==> src/rtl/rr_interval_extractor.sv <==
// rtl/rr_interval_extractor.sv - R-peak pulses to gated 8-bit RR-interval samples
//
// Measures the time between R-peak rising edges in ticks of PRESCALE clk cycles.
// Only intervals within [RR_MIN, RR_MAX] are passed downstream. Anything else is
// flagged as a reject. Losing the beat for 255 ticks raises a timeout.
//
// Ports:
//   clk        clock
//   rst_n      asynchronous active-low reset
//   enable     measurement enable; low forces IDLE and clears the counters
//   peak_in    asynchronous R-peak level; each rising edge is one beat
//   rr_out     last accepted RR interval in ticks, held until the next accept
//   rr_valid   one-cycle strobe, rr_out updated this cycle
//   rr_reject  one-cycle strobe, edge rejected (refractory or over RR_MAX)
//   timeout    one-cycle strobe, no beat for 255 ticks
//   measuring  high while in MEASURE
module rr_interval_extractor #(
    parameter int PRESCALE = 10,
    parameter int RR_MIN   = 30,
    parameter int RR_MAX   = 200
) (
    input  logic       clk,
    input  logic       rst_n,
    input  logic       enable,
    input  logic       peak_in,
    output logic [7:0] rr_out,
    output logic       rr_valid,
    output logic       rr_reject,
    output logic       timeout,
    output logic       measuring
);

    localparam int PW = $clog2(PRESCALE);

    typedef enum logic {
        IDLE    = 1'b0,
        MEASURE = 1'b1
    } state_t;

    state_t        state, state_n;
    logic          s1, s2, s3;
    logic          pe;
    logic [PW-1:0] pre_cnt, pre_n;
    logic [7:0]    rr_cnt, rr_n;
    logic [7:0]    rr_out_n;
    logic          rr_valid_n, rr_reject_n, timeout_n;
    logic          tick;

    // Two flops resynchronise the input. The third flop holds the previous level for edge detection.
    always_ff @(posedge clk or negedge rst_n) begin
        if (!rst_n) begin
            s1 <= 1'b0;
            s2 <= 1'b0;
            s3 <= 1'b0;
        end else begin
            s1 <= peak_in;
            s2 <= s1;
            s3 <= s2;
        end
    end

    assign pe   = s2 & ~s3;
    assign tick = (pre_cnt == PW'(PRESCALE - 1));

    always_ff @(posedge clk or negedge rst_n) begin
        if (!rst_n) begin
            state     <= IDLE;
            pre_cnt   <= '0;
            rr_cnt    <= '0;
            rr_out    <= '0;
            rr_valid  <= 1'b0;
            rr_reject <= 1'b0;
            timeout   <= 1'b0;
        end else begin
            state     <= state_n;
            pre_cnt   <= pre_n;
            rr_cnt    <= rr_n;
            rr_out    <= rr_out_n;
            rr_valid  <= rr_valid_n;
            rr_reject <= rr_reject_n;
            timeout   <= timeout_n;
        end
    end

    // A new reference beat loads the prescaler with 1, not 0. The edge cycle is the
    // first cycle of the first tick. With this choice, N clk between edges reads as
    // floor(N / PRESCALE) ticks.
    always_comb begin
        state_n     = state;
        pre_n       = pre_cnt;
        rr_n        = rr_cnt;
        rr_out_n    = rr_out;
        rr_valid_n  = 1'b0;
        rr_reject_n = 1'b0;
        timeout_n   = 1'b0;

        case (state)
            IDLE: begin
                pre_n = '0;
                rr_n  = '0;
                if (pe && enable) begin
                    state_n = MEASURE;
                    pre_n   = PW'(1);
                end
            end

            MEASURE: begin
                pre_n = tick ? '0 : pre_cnt + PW'(1);
                rr_n  = (tick && rr_cnt != 8'd255) ? rr_cnt + 8'd1 : rr_cnt;

                if (!enable) begin
                    state_n = IDLE;
                    pre_n   = '0;
                    rr_n    = '0;
                end else if (pe) begin
                    // Comparisons use the pre-increment count, so a coincident tick is discarded on a clear.
                    if (rr_cnt < 8'(RR_MIN)) begin
                        rr_reject_n = 1'b1;
                    end else if (rr_cnt <= 8'(RR_MAX)) begin
                        rr_out_n   = rr_cnt;
                        rr_valid_n = 1'b1;
                        pre_n      = PW'(1);
                        rr_n       = '0;
                    end else begin
                        rr_reject_n = 1'b1;
                        pre_n       = PW'(1);
                        rr_n        = '0;
                    end
                end else if (rr_cnt == 8'd255) begin
                    timeout_n = 1'b1;
                    state_n   = IDLE;
                    pre_n     = '0;
                    rr_n      = '0;
                end
            end

            default: begin
                state_n = IDLE;
                pre_n   = '0;
                rr_n    = '0;
            end
        endcase
    end

    assign measuring = (state == MEASURE);

endmodule

==> config.mk <==
export PLATFORM = sky130hd
export DESIGN_NAME = rr_interval_extractor
export DESIGN_NICKNAME = d
export VERILOG_FILES = /design/src/rtl/rr_interval_extractor.sv
export SDC_FILE = /design/constraint.sdc
export NUM_CORES = 1
export LEC_CHECK = 0
export CORE_MARGIN = 3
export CORE_UTILIZATION = 57
export CTS_CLUSTER_DIAMETER = 40
export DETAILED_ROUTE_END_ITERATION = 7
export GPL_ROUTABILITY_DRIVEN = 0
export PLACE_DENSITY_LB_ADDON = 0.05
export SLEW_MARGIN = 25
export SYNTH_ARGS = -nofsm -noshare
export SYNTH_HDL_FRONTEND = slang
export SYNTH_SLANG_ARGS = --single-unit
==> constraint.sdc <==
create_clock -name clk -period 6.4 [get_ports clk]
set_input_delay 0.64 -clock clk [delete_from_list [all_inputs] [get_ports clk]]
set_output_delay 0.64 -clock clk [all_outputs]
set_load 0.005 [all_outputs]
Word level (Yosys, flattened, before mapping) --
Index checks and enable logic that the tools add are counted.
Word-level totals: flip-flop bits (word level) 27, output and inout port bits 12, logic and storage cells 56
Operators by class: $add $sub $neg 2, $lt $le $gt $ge 2, equal/unequal tests 3, multiplexer cells 32, bitwise logic cells 4, reductions and logical operators 3
Operators with widths (count):
- 8-bit two-way mux | 5
- 4-bit two-way mux | 5
- 1-bit two-way mux | 19
- 8-bit case mux with 2 select lines | 1
- 8-bit by 1-bit adder with 8-bit output, second input constant | 1
- 8-bit equality test, second input constant | 1
- 8-bit <= comparator, second input constant | 1
- 8-bit by 5-bit < comparator with 1-bit output, second input constant | 1
- 8-bit != test, second input constant | 1
- 4-bit case mux with 2 select lines | 1
- 5-bit AND reduction | 1
- 4-bit by 1-bit adder with 4-bit output, second input constant | 1
- 4-bit equality test, second input constant | 1
- 1-bit inverter | 3
- 1-bit logical AND | 2
- 1-bit case mux with 2 select lines | 1
- 1-bit AND | 1

Longest topological paths before layout --
Gate-level depths: netlist (run 1).
depth after elaboration 7, gate-level depth with buffers 7

Worst setup path before layout (run 1) --
Ideal clock, no wire load.
path kind flip-flop to flip-flop, start reg rr_cnt[5], end reg rr_out[0], setup time 125 ps, data arrival time 1876 ps, data required time 6275 ps, path slack 4399 ps, cell stages (with the launch flop) 7, path buffers 2, period minus slack after synthesis 2001 ps, cells stage by stage dfrtp_1 buf_6 or4_1 o21ai_1 or3b_1 buf_6 mux2_4
On the way: cells in the longest elaborated chain, start to end 3, elaborated cells between the ends (all ways) 4, classes of those cells order compare: 2; bitwise: 1; reduce/logical: 1
RTL lines:
- from (decl) | line 44 | logic [7:0] rr_cnt, rr_n;
- from (signal assigned) | line 77 | rr_cnt <= rr_n;
- 8-bit by 5-bit < comparator with 1-bit output | line 117 | if (rr_cnt < 8'(RR_MIN)) begin
- 1-bit inverter (no line)
- 5-bit AND reduction (no line) (*)
- to (signal assigned) | line 78 | rr_out <= rr_out_n;
- to (decl) | line 26 | output logic [7:0] rr_out,
Every way passes the cells marked *; elsewhere a longest branch is shown, timed or not. A chain may end at the register's enable or synchronous reset.

Worst setup path after layout (run 1) --
start reg rr_cnt[2], end reg rr_cnt[2]
On the way: cells in the longest elaborated chain, start to end 7, elaborated cells between the ends (all ways) 11, classes of those cells add/sub: 1; order compare: 1; eq/ne: 2; mux: 6; reduce/logical: 1
RTL lines:
- parallel branches: the longest is 4 deep, another holds 8-bit by 1-bit adder with 8-bit output
- 8-bit two-way mux (*) | line 115 | end else if (pe) begin
- 8-bit two-way mux (*) | line 111 | if (!enable) begin
- 8-bit case mux with 2 select lines (*) | line 97 | case (state)
- net rr_n[2] | line 44
Mark *: on every way through the listed nets, which the timed path passes.

==> results of run 1 <==
## critical path: stages, from the launching register on
cell       delay (ns)
dfrtp_1          0.48
and3_1           0.25
a2111oi_2        0.55
o2111ai_1        0.50
a311oi_1         0.38
## stage by stage
| stage | instance area [sq um] | worst slack (ns) | util [%] | hold WS [ns] | power, mW |
|---|---|---|---|---|---|
| 4_1_cts | 1440 | 4.08 | 71.3 | 0.368 | 0.260 |
| 2_1_floorplan | 1250 | 4.40 | - | 0.331 | 0.181 |
| 3_5_place_dp | 1420 | 3.78 | 70.0 | 0.336 | 0.190 |
| 6_report | 1440 | 4.13 | 71.3 | 0.364 | 0.257 |
| 5_1_grt | 1440 | 3.91 | 71.3 | 0.385 | 0.267 |
| 3_3_place_gp | 1420 | 3.83 | 70.0 | 0.333 | 0.189 |
## kinds of logic after synthesis
kind of cell    count (synthesis)
xor+xnor                        7
mux                             9
compound gates                 15
simple gates                   35
buf+inv                         8
flops                          27
fa+ha+maj                       3
## state kept, by name, summed over array words and instances, names as in the netlist
signal / count
rr_valid: 1
s3: 1
pre_cnt: 4
rr_reject: 1
rr_out: 8
measuring: 1
s2: 1
s1: 1
timeout: 1
rr_cnt: 8
## area by class of cell
class | instances | share of cell area (%)
clock buffer | 4 | 1.82
inverter | 4 | 1.04
multi-input combinational | 69 | 37.0
sequential | 27 | 46.9
tap | 27 | 2.34
timing repair buffer | 16 | 10.9
## power by group through the flow
stage                     sequential (mW)  combinational (mW)  clock [mW]
after global placement              0.177              0.0116           0
after global routing                0.175              0.0135      0.0794
after floorplan                     0.177             0.00425           0
final                               0.174              0.0118      0.0712
after CTS                           0.174              0.0121      0.0740
after detailed placement            0.178              0.0121           0
## routing by layer
metal / wire [um] / part of all wire, % / vias to the layer above
met2: 1020 / 48 / 34
met5: 0 / 0 / -
met3: 124 / 5.8 / 9
met1: 942 / 44 / 410
li1: - / - / 407
met4: 48 / 2.3 / 0
## placed cells by master (no fill, tap or decap), drive strengths merged
cell type	instances
dfrtp	27
clkdlybuf4s50	15
mux2	8
nor2	7
nand3	5
xnor2	4
inv	4
nor3	4
nand2	4
clkbuf	4
xor2	3
a211oi	3
a21oi	3
ha	3
o21ai	3
nand4	2
nor4	2
nand2b	1
and3	1
a2111oi	1
and4	1
o2111ai	1
nand3b	1
a211o	1
and3b	1
a311oi	1
mux2i	1
o21a	1
nor2b	1
and2	1
nor4b	1
or4	1
o311a	1
or2	1
or3b	1
buf	1
## worst max path at each step
stage | start | to | slack [ns] | cells after the start
final | rr_cnt[2]$_DFF_PN0_ | rr_cnt[2]$_DFF_PN0_ | 4.13 | 4
after global routing | rr_cnt[2]$_DFF_PN0_ | rr_cnt[2]$_DFF_PN0_ | 3.91 | 4
after CTS | rr_cnt[2]$_DFF_PN0_ | rr_cnt[2]$_DFF_PN0_ | 4.08 | 4
after detailed placement | enable | rr_out[6]$_DFFE_PN0P_ | 3.78 | 5
after global placement | enable | rr_out[0]$_DFFE_PN0P_ | 3.83 | 5
after floorplan | rr_cnt[5]$_DFF_PN0_ | rr_out[0]$_DFFE_PN0P_ | 4.40 | 6
==> impl_metrics.py, run 1 <==
metrics = {
    "layout": {
        "drive_above_1_share_pct": 11.7,
        "nFillCells": 148,
        "n_antenna_cell": 0,
        "multi_input_area_sq_um": 533,
        "regArea_sq_um": 676,
        "areaGrowthSynthToFinish_pct": 15.0,
        "finalNonFillerCells": 147,
        "nets": 128,
    },
    "critical_path": {
        "r2r_cells": 4,
        "critPathLaunchType": "register",
        "timing_worst_setup_path_type": "reg2reg",
        "rr_startpoint": "rr_cnt[2]$_DFF_PN0_",
        "reg2reg_slack_ns": 4.13,
        "required_ns": 6.62,
        "worstPathArrival_ns": 2.49,
        "cp-end-kind": "register",
        "crit_fanout": 11,
        "r2r_end": "rr_cnt[2]$_DFF_PN0_",
    },
    "sta": {
        "skew_ns": 0.00363,
        "setup_viol": 0,
        "rsz0062_at_grt": "false",
        "fmax_mhz": 440,
        "report.final.hold_viol_count": 0,
        "slew_violations": 0,
        "relSlewSlack_pct": 39.4,
        "tns_ns": 0,
        "finalCritPeriodShare_pct": 35.5,
        "tightest_slew_ns": 0.908,
        "final.min_clock_period_ns": 2.27,
    },
    "detailed_routing": {
        "ant_nets": 0,
        "dr.pass1.iters": 4,
        "via_per_inst": 5.85,
        "num_vias": 860,
        "wl_per_cell_um": 14.5,
        "drtIter0Drc": 39,
        "drc": 0,
        "postRouteWirelength_um": 2130,
    },
    "clock_network": {
        "postCtsHoldBufs": 0,
        "path_clk_slew_ns": 0.13,
        "clk_path_buf_depth": 2,
        "post_cts_buffers": 0,
        "clk_root_buffer_cell": "clkbuf_4",
        "htreeDepth": 1,
        "cts_tree": "built",
        "clock-sinks": 27,
        "cts_resized": 0,
        "numCtsBuffers": 3,
        "worstSkewPairLatency_ns": 0.32,
    },
    "power_and_ir_drop": {
        "p_sw_share_pct": 21.5,
        "ir_drop_mv": 0.146,
        "cellPowerDensity_mw_per_mm2": 179,
        "p_leak_nw": 0.675,
        "switching_power_mw": 0.0553,
        "pwr-share-comb_pct": 4.6,
        "p_seq_share_pct": 67.7,
        "internal_power_mw": 0.202,
        "pwr-share-clk_pct": 27.7,
    },
    "yosys": {
        "synth.most_common_cell": "dfrtp_1",
        "synth-simple-area-share_pct": 15.4,
        "yosysWarnings": 0,
        "yosysUniqueCellTypes": 36,
        "syn_inst": 104,
        "synthArstFlopShare_pct": 100,
        "postSynthAreaPerCell_sq_um": 12.1,
        "synth_area_sq_mm": 0.00125,
        "syn-num-nets": 111,
        "synthMuxAreaShare_pct": 10.4,
        "synth_top_family_by_area": "simple AND/OR/NAND/NOR gates",
        "synth_top_area_cell": "dfrtp_1",
        "synth_compound_area_share_pct": 8.88,
        "synth_commonest_cells": "dfrtp_1, mux2_4, nor2_1, nand3_1",
        "synth_top_cell_area_share_pct": 53.9,
        "synth-xor-area-share_pct": 4.89,
        "synthAdderAreaFrac_pct": 2.99,
        "ys.flop_type": "dfrtp_1",
        "synth_edf_count": 0,
        "synth_seq_cells": 27,
        "yosys-top-cells-area": "dfrtp_1, mux2_4, ha_1, xnor2_1, nor2_1",
        "synth_seq_area_share_pct": 53.9,
    },
    "global_route": {
        "first_global_vias": 828,
        "grtUsageMet1_pct": 25.2,
        "antenna_found_initial": 0,
        "grt_max_degree": 28,
        "track_usage_pct": 18.9,
        "grt_pass1_wl_um": 3760,
        "grt.overflow.total": 0,
        "grt_use_met3_pct": 3.66,
        "use_met2_pct": 28.9,
        "grt.busiest_layer": "met2",
    },
    "floorplanning": {
        "die_height_um": 52.9,
        "rows": 16,
        "die-width_um": 52.9,
        "start_util_pct": 62.0,
        "io_pins": 16,
        "die-area_sq_mm": 0.00280,
        "core_area_sq_mm": 0.00202,
    },
    "min_path": {
        "hp-start": "s1$_DFF_PN0_",
        "holdPathStages": 0,
        "hold_end": "s2$_DFF_PN0_",
        "hold_class": "reg2reg",
    },
    "job": {
        "drv_cap": 0,
    },
    "placement": {
        "portBuffers": 15,
        "dp_hpwl_um": 1510,
        "dp.cells": 143,
    },
    "outcome": {
        "status": "finished, final reports clean",
    },
}
Note: power is estimated with default switching activity, not from simulation.
==> run 2: changes to the inputs <==
- CORE_UTILIZATION: 57 -> 53
- clock period: 6.4 -> 2.3 ns (I/O delays scaled with it)
==> impl_metrics.py, run 2 (synthesized netlist as in run 1, its figures left out) <==
metrics = {
    "outcome": {
        "status": "finished, final reports clean",
    },
    "clock_network": {
        "post_cts_buffers": 0,
        "clk_path_buf_depth": 2,
        "postCtsHoldBufs": 0,
        "worstSkewPairLatency_ns": 0.32,
        "path_clk_slew_ns": 0.14,
        "cts_resized": 0,
        "clk_root_buffer_cell": "clkbuf_4",
        "clock-sinks": 27,
        "cts_tree": "built",
        "htreeDepth": 1,
        "numCtsBuffers": 3,
    },
    "placement": {
        "dp_hpwl_um": 1610,
        "placed_area_sq_mm": 0.00146,
        "pre_cts_ws_ns": 0.0835,
        "dp.cells": 149,
        "portBuffers": 15,
    },
    "sta": {
        "tns_ns": 0,
        "worst_slack_ns": 0.132,
        "report.final.hold_viol_count": 0,
        "timing.hold.ws_ns": 0.257,
        "slew_violations": 0,
        "fmax_mhz": 461,
        "finalCritPeriodShare_pct": 94.2,
        "skew_ns": 0.00467,
        "relSlewSlack_pct": 66.0,
        "setup_viol": 0,
        "final.min_clock_period_ns": 2.17,
        "tightest_slew_ns": 0.505,
        "rsz0062_at_grt": "false",
    },
    "min_path": {
        "hold_class": "in2async",
    },
    "detailed_routing": {
        "postRouteWirelength_um": 2280,
        "num_vias": 874,
        "drc": 0,
        "dr.pass1.iters": 4,
        "via_per_inst": 5.71,
        "wl_per_cell_um": 14.9,
        "ant_nets": 0,
        "drtIter0Drc": 13,
    },
    "critical_path": {
        "critPathLaunchType": "register",
        "worstPathArrival_ns": 2.39,
        "timing_worst_setup_path_type": "reg2reg",
        "r2r_cells": 4,
        "crit_fanout": 9,
        "cp-end-kind": "register",
        "required_ns": 2.53,
    },
    "floorplanning": {
        "die-width_um": 54.6,
        "rows": 16,
        "start_util_pct": 59.6,
        "core_area_sq_mm": 0.00210,
        "die_height_um": 54.6,
        "die-area_sq_mm": 0.00298,
        "io_pins": 16,
    },
    "global_route": {
        "grt_pass1_wl_um": 3780,
        "antenna_found_initial": 0,
        "track_usage_pct": 17.8,
        "grt.busiest_layer": "met2",
        "use_met2_pct": 29.1,
        "grt_max_degree": 28,
        "first_global_vias": 855,
        "grt.overflow.total": 0,
        "grtUsageMet1_pct": 23.4,
        "grt_use_met3_pct": 4.90,
    },
    "layout": {
        "mostFrequentLayoutCell": "dfrtp_1",
        "mostFrequentLayoutCells": "dfrtp_1, clkdlybuf4s50_1, mux2_4",
        "finalNonFillerCells": 153,
        "final_area_sq_mm": 0.00149,
        "areaGrowthSynthToFinish_pct": 18.7,
        "drive_above_1_share_pct": 16.7,
        "top_regs": "rr_cnt (8), rr_out (8), pre_cnt (4)",
        "n_antenna_cell": 0,
        "nets": 134,
        "final_util_pct": 70.8,
    },
    "power_and_ir_drop": {
        "cellPowerDensity_mw_per_mm2": 482,
        "ir_drop_mv": 0.337,
        "finalPower_mw": 0.717,
        "p_leak_nw": 0.708,
    },
    "job": {
        "drv_cap": 0,
    },
}
==> run 2: cell types whose count changed in the layout (fill, tap and decap cells not counted), sizes merged <==
cell    delta
buf        +6
clkbuf     -1
clkinv     +1
==> run 2: worst paths after layout <==
kind | from | to | slack [ns]
setup reg to reg | rr_cnt[4]$_DFF_PN0_ | rr_out[7]$_DFFE_PN0P_ | 0.13
min in group clk | peak_in | s1$_DFF_PN0_ | 0.33
hold / removal | rst_n | rr_out[0]$_DFFE_PN0P_ | 0.26
setup / recovery | rr_cnt[4]$_DFF_PN0_ | rr_out[7]$_DFFE_PN0P_ | 0.13
max in group asynchronous | rst_n | pre_cnt[1]$_DFF_PN0_ | 1.79
hold reg to reg | s1$_DFF_PN0_ | s2$_DFF_PN0_ | 0.37
==> run 2: layout make-up <==
type                            instances  area [sq um]
Inverter                                4          15.0
Timing Repair Buffer                   22           203
Fill cell                             156           614
Tap cell                               27          33.8
Clock inverter                          1          5.00
Multi-Input combinational cell         69           533
Sequential cell                        27           676
Clock buffer                            3          22.5
==> run 2: power by group <==
part | internal, mW | switching, mW | leakage (nW)
Clock | 0.0652 | 0.133 | 0.0177
Combinational | 0.0146 | 0.0192 | 0.322
Sequential | 0.481 | 0.00447 | 0.368
Total | 0.560 | 0.157 | 0.708
==> run 2: worst max-delay path, stage by stage, from the launching register on <==
cell,delay [ns]
dfrtp_1,0.41
or4_1,0.52
o21ai_1,0.17
or3b_1,0.59
mux2_4,0.37
==> run 2: routing by layer <==
metal  vias up  routed length (um)  part of all wire [%]
li1        419                   -                     -
met1       429                1050                    46
met2        22                1110                    49
met3         4                 102                   4.5
met4         0                  18                  0.79
met5         -                   0                     0
==> run 3: changes to the inputs <==
- CTS_CLUSTER_SIZE: unset -> 25
==> results of run 3 <==
Final layout, timing and power as in run 2 (identical DEF).
